File: config.mk
export PLATFORM = sky130hd
export DESIGN_NAME = alu_result_disp
export DESIGN_NICKNAME = d
export VERILOG_FILES = /design/src/rtl/alu_result_disp.sv
export SDC_FILE = /design/constraint.sdc
export NUM_CORES = 1
export LEC_CHECK = 0
export CORE_MARGIN = 2
export CORE_UTILIZATION = 40
export CTS_CLUSTER_DIAMETER = 50
export CTS_CLUSTER_SIZE = 20
export DETAILED_ROUTE_END_ITERATION = 8
export PLACE_DENSITY_LB_ADDON = 0.05
export SYNTH_ARGS = -nofsm -noshare
export SYNTH_HDL_FRONTEND = slang
export SYNTH_SLANG_ARGS = --single-unit
File: constraint.sdc
create_clock -name clk -period 6.29 [get_ports clk]
set_input_delay 1.258 -clock clk [delete_from_list [all_inputs] [get_ports clk]]
set_output_delay 1.258 -clock clk [all_outputs]
set_load 0.01 [all_outputs]
File: src/rtl/alu_result_disp.sv
// Result display for the 4-bit switch ALU: captures one result per handshake,
// holds it for HOLD cycles and shows it on a scanned 4-digit seven-segment display.
module alu_result_disp #(
  parameter int SCAN_W  = 10,
  parameter int BLINK_W = 22,
  parameter int HOLD    = 4
) (
  input  logic       clk,
  input  logic       rst,
  input  logic       res_valid,
  output logic       res_ready,
  input  logic [2:0] res_func,
  input  logic [3:0] res_val,
  input  logic       res_cout,
  input  logic       res_ovf,
  input  logic       res_zero,
  output logic [7:0] seg,
  output logic [3:0] an,
  output logic [2:0] led_flags
);

  localparam int HOLD_W = (HOLD > 1) ? $clog2(HOLD) : 1;
  localparam logic [HOLD_W-1:0] HOLD_LOAD = HOLD_W'(HOLD - 1);

  localparam logic [7:0] SEG_DASH  = 8'hBF;
  localparam logic [7:0] SEG_BLANK = 8'hFF;
  localparam logic [7:0] SEG_E     = 8'h86;
  localparam logic [7:0] SEG_C     = 8'hC6;

  typedef enum logic [1:0] {
    S_IDLE = 2'd0,
    S_HOLD = 2'd1,
    S_SHOW = 2'd2
  } state_t;

  state_t              state_q, state_d;
  logic [HOLD_W-1:0]   hold_cnt_q, hold_cnt_d;
  logic [SCAN_W-1:0]   scan_cnt_q, scan_cnt_d;
  logic [1:0]          dig_idx_q, dig_idx_d;
  logic [BLINK_W-1:0]  blink_cnt_q, blink_cnt_d;
  logic [2:0]          cap_func_q, cap_func_d;
  logic [3:0]          cap_val_q, cap_val_d;
  logic                cap_cout_q, cap_cout_d;
  logic                cap_ovf_q, cap_ovf_d;
  logic                cap_zero_q, cap_zero_d;

  logic                accept;
  logic                neg;
  logic [3:0]          mag;
  logic [7:0]          dig_code;

  function automatic logic [7:0] hex_seg(input logic [3:0] v);
    logic [7:0] s;
    case (v)
      4'h0: s = 8'hC0;
      4'h1: s = 8'hF9;
      4'h2: s = 8'hA4;
      4'h3: s = 8'hB0;
      4'h4: s = 8'h99;
      4'h5: s = 8'h92;
      4'h6: s = 8'h82;
      4'h7: s = 8'hF8;
      4'h8: s = 8'h80;
      4'h9: s = 8'h90;
      4'hA: s = 8'h88;
      4'hB: s = 8'h83;
      4'hC: s = 8'hC6;
      4'hD: s = 8'hA1;
      4'hE: s = 8'h86;
      default: s = 8'h8E;
    endcase
    return s;
  endfunction

  assign res_ready = (state_q != S_HOLD);
  assign accept    = res_valid & res_ready;

  always_comb begin
    state_d     = state_q;
    hold_cnt_d  = hold_cnt_q;
    scan_cnt_d  = scan_cnt_q + SCAN_W'(1);
    dig_idx_d   = dig_idx_q;
    blink_cnt_d = blink_cnt_q + BLINK_W'(1);
    cap_func_d  = cap_func_q;
    cap_val_d   = cap_val_q;
    cap_cout_d  = cap_cout_q;
    cap_ovf_d   = cap_ovf_q;
    cap_zero_d  = cap_zero_q;

    if (&scan_cnt_q) begin
      dig_idx_d = dig_idx_q + 2'd1;
    end

    case (state_q)
      S_HOLD: begin
        if (hold_cnt_q == '0) begin
          state_d = S_SHOW;
        end else begin
          hold_cnt_d = hold_cnt_q - HOLD_W'(1);
        end
      end
      default: begin
        if (accept) begin
          state_d    = S_HOLD;
          hold_cnt_d = HOLD_LOAD;
          cap_func_d = res_func;
          cap_val_d  = res_val;
          cap_cout_d = res_cout;
          cap_ovf_d  = res_ovf;
          cap_zero_d = res_zero;
        end
      end
    endcase
  end

  always_ff @(posedge clk) begin
    if (rst) begin
      state_q     <= S_IDLE;
      hold_cnt_q  <= '0;
      scan_cnt_q  <= '0;
      dig_idx_q   <= '0;
      blink_cnt_q <= '0;
      cap_func_q  <= '0;
      cap_val_q   <= '0;
      cap_cout_q  <= 1'b0;
      cap_ovf_q   <= 1'b0;
      cap_zero_q  <= 1'b0;
    end else begin
      state_q     <= state_d;
      hold_cnt_q  <= hold_cnt_d;
      scan_cnt_q  <= scan_cnt_d;
      dig_idx_q   <= dig_idx_d;
      blink_cnt_q <= blink_cnt_d;
      cap_func_q  <= cap_func_d;
      cap_val_q   <= cap_val_d;
      cap_cout_q  <= cap_cout_d;
      cap_ovf_q   <= cap_ovf_d;
      cap_zero_q  <= cap_zero_d;
    end
  end

  // Only add/sub results are treated as two's complement; 1000 shows as -8.
  always_comb begin
    neg = 1'b0;
    mag = cap_val_q;
    if (cap_func_q[2:1] == 2'b00 && cap_val_q[3]) begin
      neg = 1'b1;
      mag = ~cap_val_q + 4'd1;
    end
  end

  always_comb begin
    dig_code = SEG_BLANK;
    case (dig_idx_q)
      2'd0: dig_code = hex_seg(mag);
      2'd1: dig_code = neg ? SEG_DASH : SEG_BLANK;
      2'd2: dig_code = hex_seg({1'b0, cap_func_q});
      default: begin
        if (cap_ovf_q)       dig_code = SEG_E;
        else if (cap_cout_q) dig_code = SEG_C;
        else                 dig_code = SEG_BLANK;
      end
    endcase

    if (state_q == S_IDLE) begin
      dig_code = SEG_DASH;
    end else if (state_q == S_SHOW && cap_ovf_q && blink_cnt_q[BLINK_W-1]) begin
      dig_code = SEG_BLANK;
    end
  end

  assign seg = {1'b1, dig_code[6:0]};

  for (genvar gi = 0; gi < 4; gi++) begin : g_an
    assign an[gi] = (dig_idx_q != 2'(gi));
  end

  assign led_flags = {cap_zero_q, cap_ovf_q, cap_cout_q};

endmodule

==> metrics.log <==
[metrics] result of the run: finished, final reports clean
[metrics] Resized cells post-CTS: 0
[metrics] setup slack, reg-to-reg: 4.06 ns
[metrics] Post-Syn Area: 0.00304 mm2
[metrics] synthesis-to-layout area growth: 13.9%
[metrics] instance count after placement with tap cells included: 468
[metrics] crit end category: output pin
[metrics] GR Overflow Total: 0
[metrics] post-DP HPWL: 4.79 mm
[metrics] number of synthesized register bits: 55
[metrics] number of levels in the clock H-tree: 2
[metrics] number of maximum-capacitance constraint violations: 0
[metrics] nets in the synthesized netlist: 389
[metrics] type of element launching the critical path: flip-flop
[metrics] first-pass GRT wire length: 11.0 mm
[metrics] path type of the worst setup path: reg2out
[metrics] Min-Delay Path Depth: 1
[metrics] Antenna diodes: 0
[metrics] Clock Root Buffer: sky130_fd_sc_hd__clkbuf_8
[metrics] transition time at the pin with the least slew margin: 0.592 ns
[metrics] number of antenna violations at the first check in global routing: 0
[metrics] GRT Util Overall: 15.9%
[metrics] gpl congestion: 0.922
[metrics] number of enable flip-flop cells after synthesis: 0
[metrics] Max clock buf depth: 2
[metrics] setup repair after global routing missed its margin: no
[metrics] Arr. time, crit path: 3.31 ns
[metrics] die area: 0.00832 mm2
[metrics] Setup-failing EPs final: 0
[metrics] number of top-level pins: 29
[metrics] synthesized area per cell: 8.53 um2
[metrics] clock transition at the registers of the reported paths: 0.10 ns
[metrics] number of optimization iterations in the first detailed-route pass: 4
[metrics] length in cells of the worst reg-to-reg path: 7
[metrics] top cells by area, synth: sky130_fd_sc_hd__dfxtp_1 36%, sky130_fd_sc_hd__ha_1 7.8%, sky130_fd_sc_hd__nor2_1 5.2%, sky130_fd_sc_hd__a21oi_1 3.5%, sky130_fd_sc_hd__nand2_1 3.5%
[metrics] input/output buffers: 27
[metrics] worst voltage drop across the vdd grid: 0.125 mV
[metrics] Skew-Pair Late Insertion Delay: 0.30 ns
[metrics] Max Clk Rate: 219 MHz
[metrics] number of hold-slack violations in the final timing report: 0
[metrics] total power divided by cell area: 209 mW/mm2
[metrics] fraction of layout instances using a drive strength above 1: 6.65%
[metrics] Pleak: 1.33 nW
[metrics] starting density of the core: 41.7%
[metrics] crit path time final: 4.57 ns
[metrics] instance count of the mapped netlist: 357
[metrics] HP Start: scan_cnt_q[0]
[metrics] area post-placement: 0.00336 mm2
[metrics] die span in x: 91.2 um
[metrics] detailed-route DRC error count: 0
[metrics] die outline height: 91.2 um
[metrics] Req. time, crit path: 5.03 ns
[metrics] class of the worst hold path: reg2reg
[metrics] Layout Cell Area excl Fill: 0.00347 mm2
[metrics] startpoint of the lowest-slack register-to-register path: state_q[0]
[metrics] synthesis warning total: 0
[metrics] sum of negative setup slack: 0 ns
[metrics] core area: 0.00729 mm2
[metrics] post-route fraction of the period consumed by the critical path: 72.7%
[metrics] number of inserted filler cells in the final layout: 754
[metrics] sequential share of the synthesized area: 36.2%
[metrics] CTS buffer count: 5
[metrics] number of vias in the routed layout: 2,485
[metrics] Most used DFF post-synth: sky130_fd_sc_hd__dfxtp_1
[metrics] non-filler instance count after layout: 475
[metrics] total setup buffers inserted after CTS: 0
[metrics] post-synth top area cell: sky130_fd_sc_hd__dfxtp_1
[metrics] number of pins with negative max-slew slack in the final report: 0
[metrics] pin count of the biggest net entering global routing: 52
[metrics] final net count: 408
[metrics] count of cell types in the netlist: 57
[metrics] dominant cell by count in the synthesized netlist: sky130_fd_sc_hd__dfxtp_1
[metrics] TritonCTS clock tree: done
[metrics] sinks on the clock net: 55
[metrics] number of DRC violations after detailed-routing iteration 0: 72
[metrics] max_slew headroom: 60.4%
[metrics] num rows: 31
[metrics] post-DR vias/cell: 5.23
[metrics] terminating pin of the worst hold path: scan_cnt_q[0]
[metrics] Hold WS: 0.446 ns
[metrics] number of buffers inserted by hold repair at cts: 0
[metrics] Routed WL per cell: 13.7 um
[metrics] top post-synthesis cells by count: 55 x sky130_fd_sc_hd__dfxtp_1, 42 x sky130_fd_sc_hd__nor2_1, 28 x sky130_fd_sc_hd__nand2_1
[metrics] largest fanout on the critical path: 13
[metrics] clock skew: 0.00832 ns
[metrics] number of routed nets with antenna violations: 0
[metrics] number of global-route vias before repair: 2,302
[metrics] Detailed Route WL: 6.48 mm
[metrics] Post-synth ARST share: 0%
[metrics] total chip power: 0.000726 W
[metrics] fraction of synthesized cell area taken by the top area cell type: 36.2%
-- cell type report --
class,instances,area [um2],area share (%)
inverter,23,86.3,2.49
sequential,55,1100,31.8
multi-input combinational,263,1780,51.2
tap,99,124,3.57
clock buffer,5,68.8,1.98
timing repair buffer,28,273,7.87
clock inverter,2,37.5,1.08
-- metrics by stage --
stage               setup slack (ns)  util [%]
floorplan                       2.73         -
global placement                2.06      46.1
detailed placement              2.07      46.1
CTS                             1.72      47.5
global route                    1.44      47.5
finish                          1.72      47.5
-- per-layer routing --
metal  vias to the layer above  track usage [%]  wire [um]  share of wire [%]
li1                       1285                -          -                  -
met1                      1171             20.9       3110                 48
met2                        23             26.9       3140                 48
met3                         6             2.66        130                2.0
met4                         0             4.80        102                1.6
met5                         -                0          0                  0
-- worst max-delay path, stage by stage (launching register included) --
cell and delay, ns:
sky130_fd_sc_hd__dfxtp_1 0.57, sky130_fd_sc_hd__or3b_2 0.54, sky130_fd_sc_hd__mux2i_1 0.23, sky130_fd_sc_hd__inv_1 0.13, sky130_fd_sc_hd__ha_1 0.24, sky130_fd_sc_hd__o211ai_1 0.14
sky130_fd_sc_hd__mux2_2 0.29, sky130_fd_sc_hd__o311ai_0 0.27, sky130_fd_sc_hd__clkdlybuf4s50_1 0.60
-- placed cells by master, fill, tap and decap left out, types with 3 or more instances in the layout --
cell,count
sky130_fd_sc_hd__xor2_1,11
sky130_fd_sc_hd__xnor2_1,12
sky130_fd_sc_hd__o31ai_1,3
sky130_fd_sc_hd__nand4_1,6
sky130_fd_sc_hd__or4_1,3
sky130_fd_sc_hd__mux2i_1,8
sky130_fd_sc_hd__mux2_2,5
sky130_fd_sc_hd__a21oi_1,21
sky130_fd_sc_hd__inv_1,23
sky130_fd_sc_hd__dfxtp_1,55
sky130_fd_sc_hd__or3_1,6
sky130_fd_sc_hd__clkbuf_8,5
sky130_fd_sc_hd__nor4_1,5
sky130_fd_sc_hd__o2111ai_1,3
sky130_fd_sc_hd__o21ai_0,11
sky130_fd_sc_hd__nor2b_1,4
sky130_fd_sc_hd__ha_1,19
sky130_fd_sc_hd__nor2_1,42
sky130_fd_sc_hd__clkdlybuf4s50_1,26
sky130_fd_sc_hd__a211oi_1,3
sky130_fd_sc_hd__o211ai_1,3
sky130_fd_sc_hd__and3_1,5
sky130_fd_sc_hd__nor3_1,9
sky130_fd_sc_hd__nand2_1,28
sky130_fd_sc_hd__nand3_1,17
-- where the power goes --
group	total [W]	internal [W]	switching, W
logic	0.000119	0.0000571	0.0000618
registers	0.000379	0.000363	0.0000161
clock network	0.000228	0.000117	0.000112
total	0.000726	0.000537	0.000189
-- worst max path at each step --
stage / slack [ns] / startpoint / end / cells after the start
after floorplan: 2.73 / cap_val_q[0] / seg[0] / 7
after global placement: 2.06 / cap_val_q[0] / seg[3] / 9
after detailed placement: 2.07 / cap_val_q[0] / seg[0] / 7
after CTS: 1.72 / cap_val_q[3] / seg[0] / 8
after global routing: 1.44 / cap_val_q[3] / seg[0] / 8
final: 1.72 / cap_val_q[3] / seg[0] / 8
-- logic make-up after synthesis --
group,after synthesis,synth area share (%)
flip-flops,55,36.2
adder cells (fa/ha/maj),19,7.81
XOR/XNOR,24,7.15
multiplexers,13,4.48
AO/OA/AOI/OAI,62,13.2
buffers and inverters,39,5.47
AND/OR/NAND/NOR,144,25.6
other,1,0.123
No activity file was read; power rests on OpenSTA's default activity.
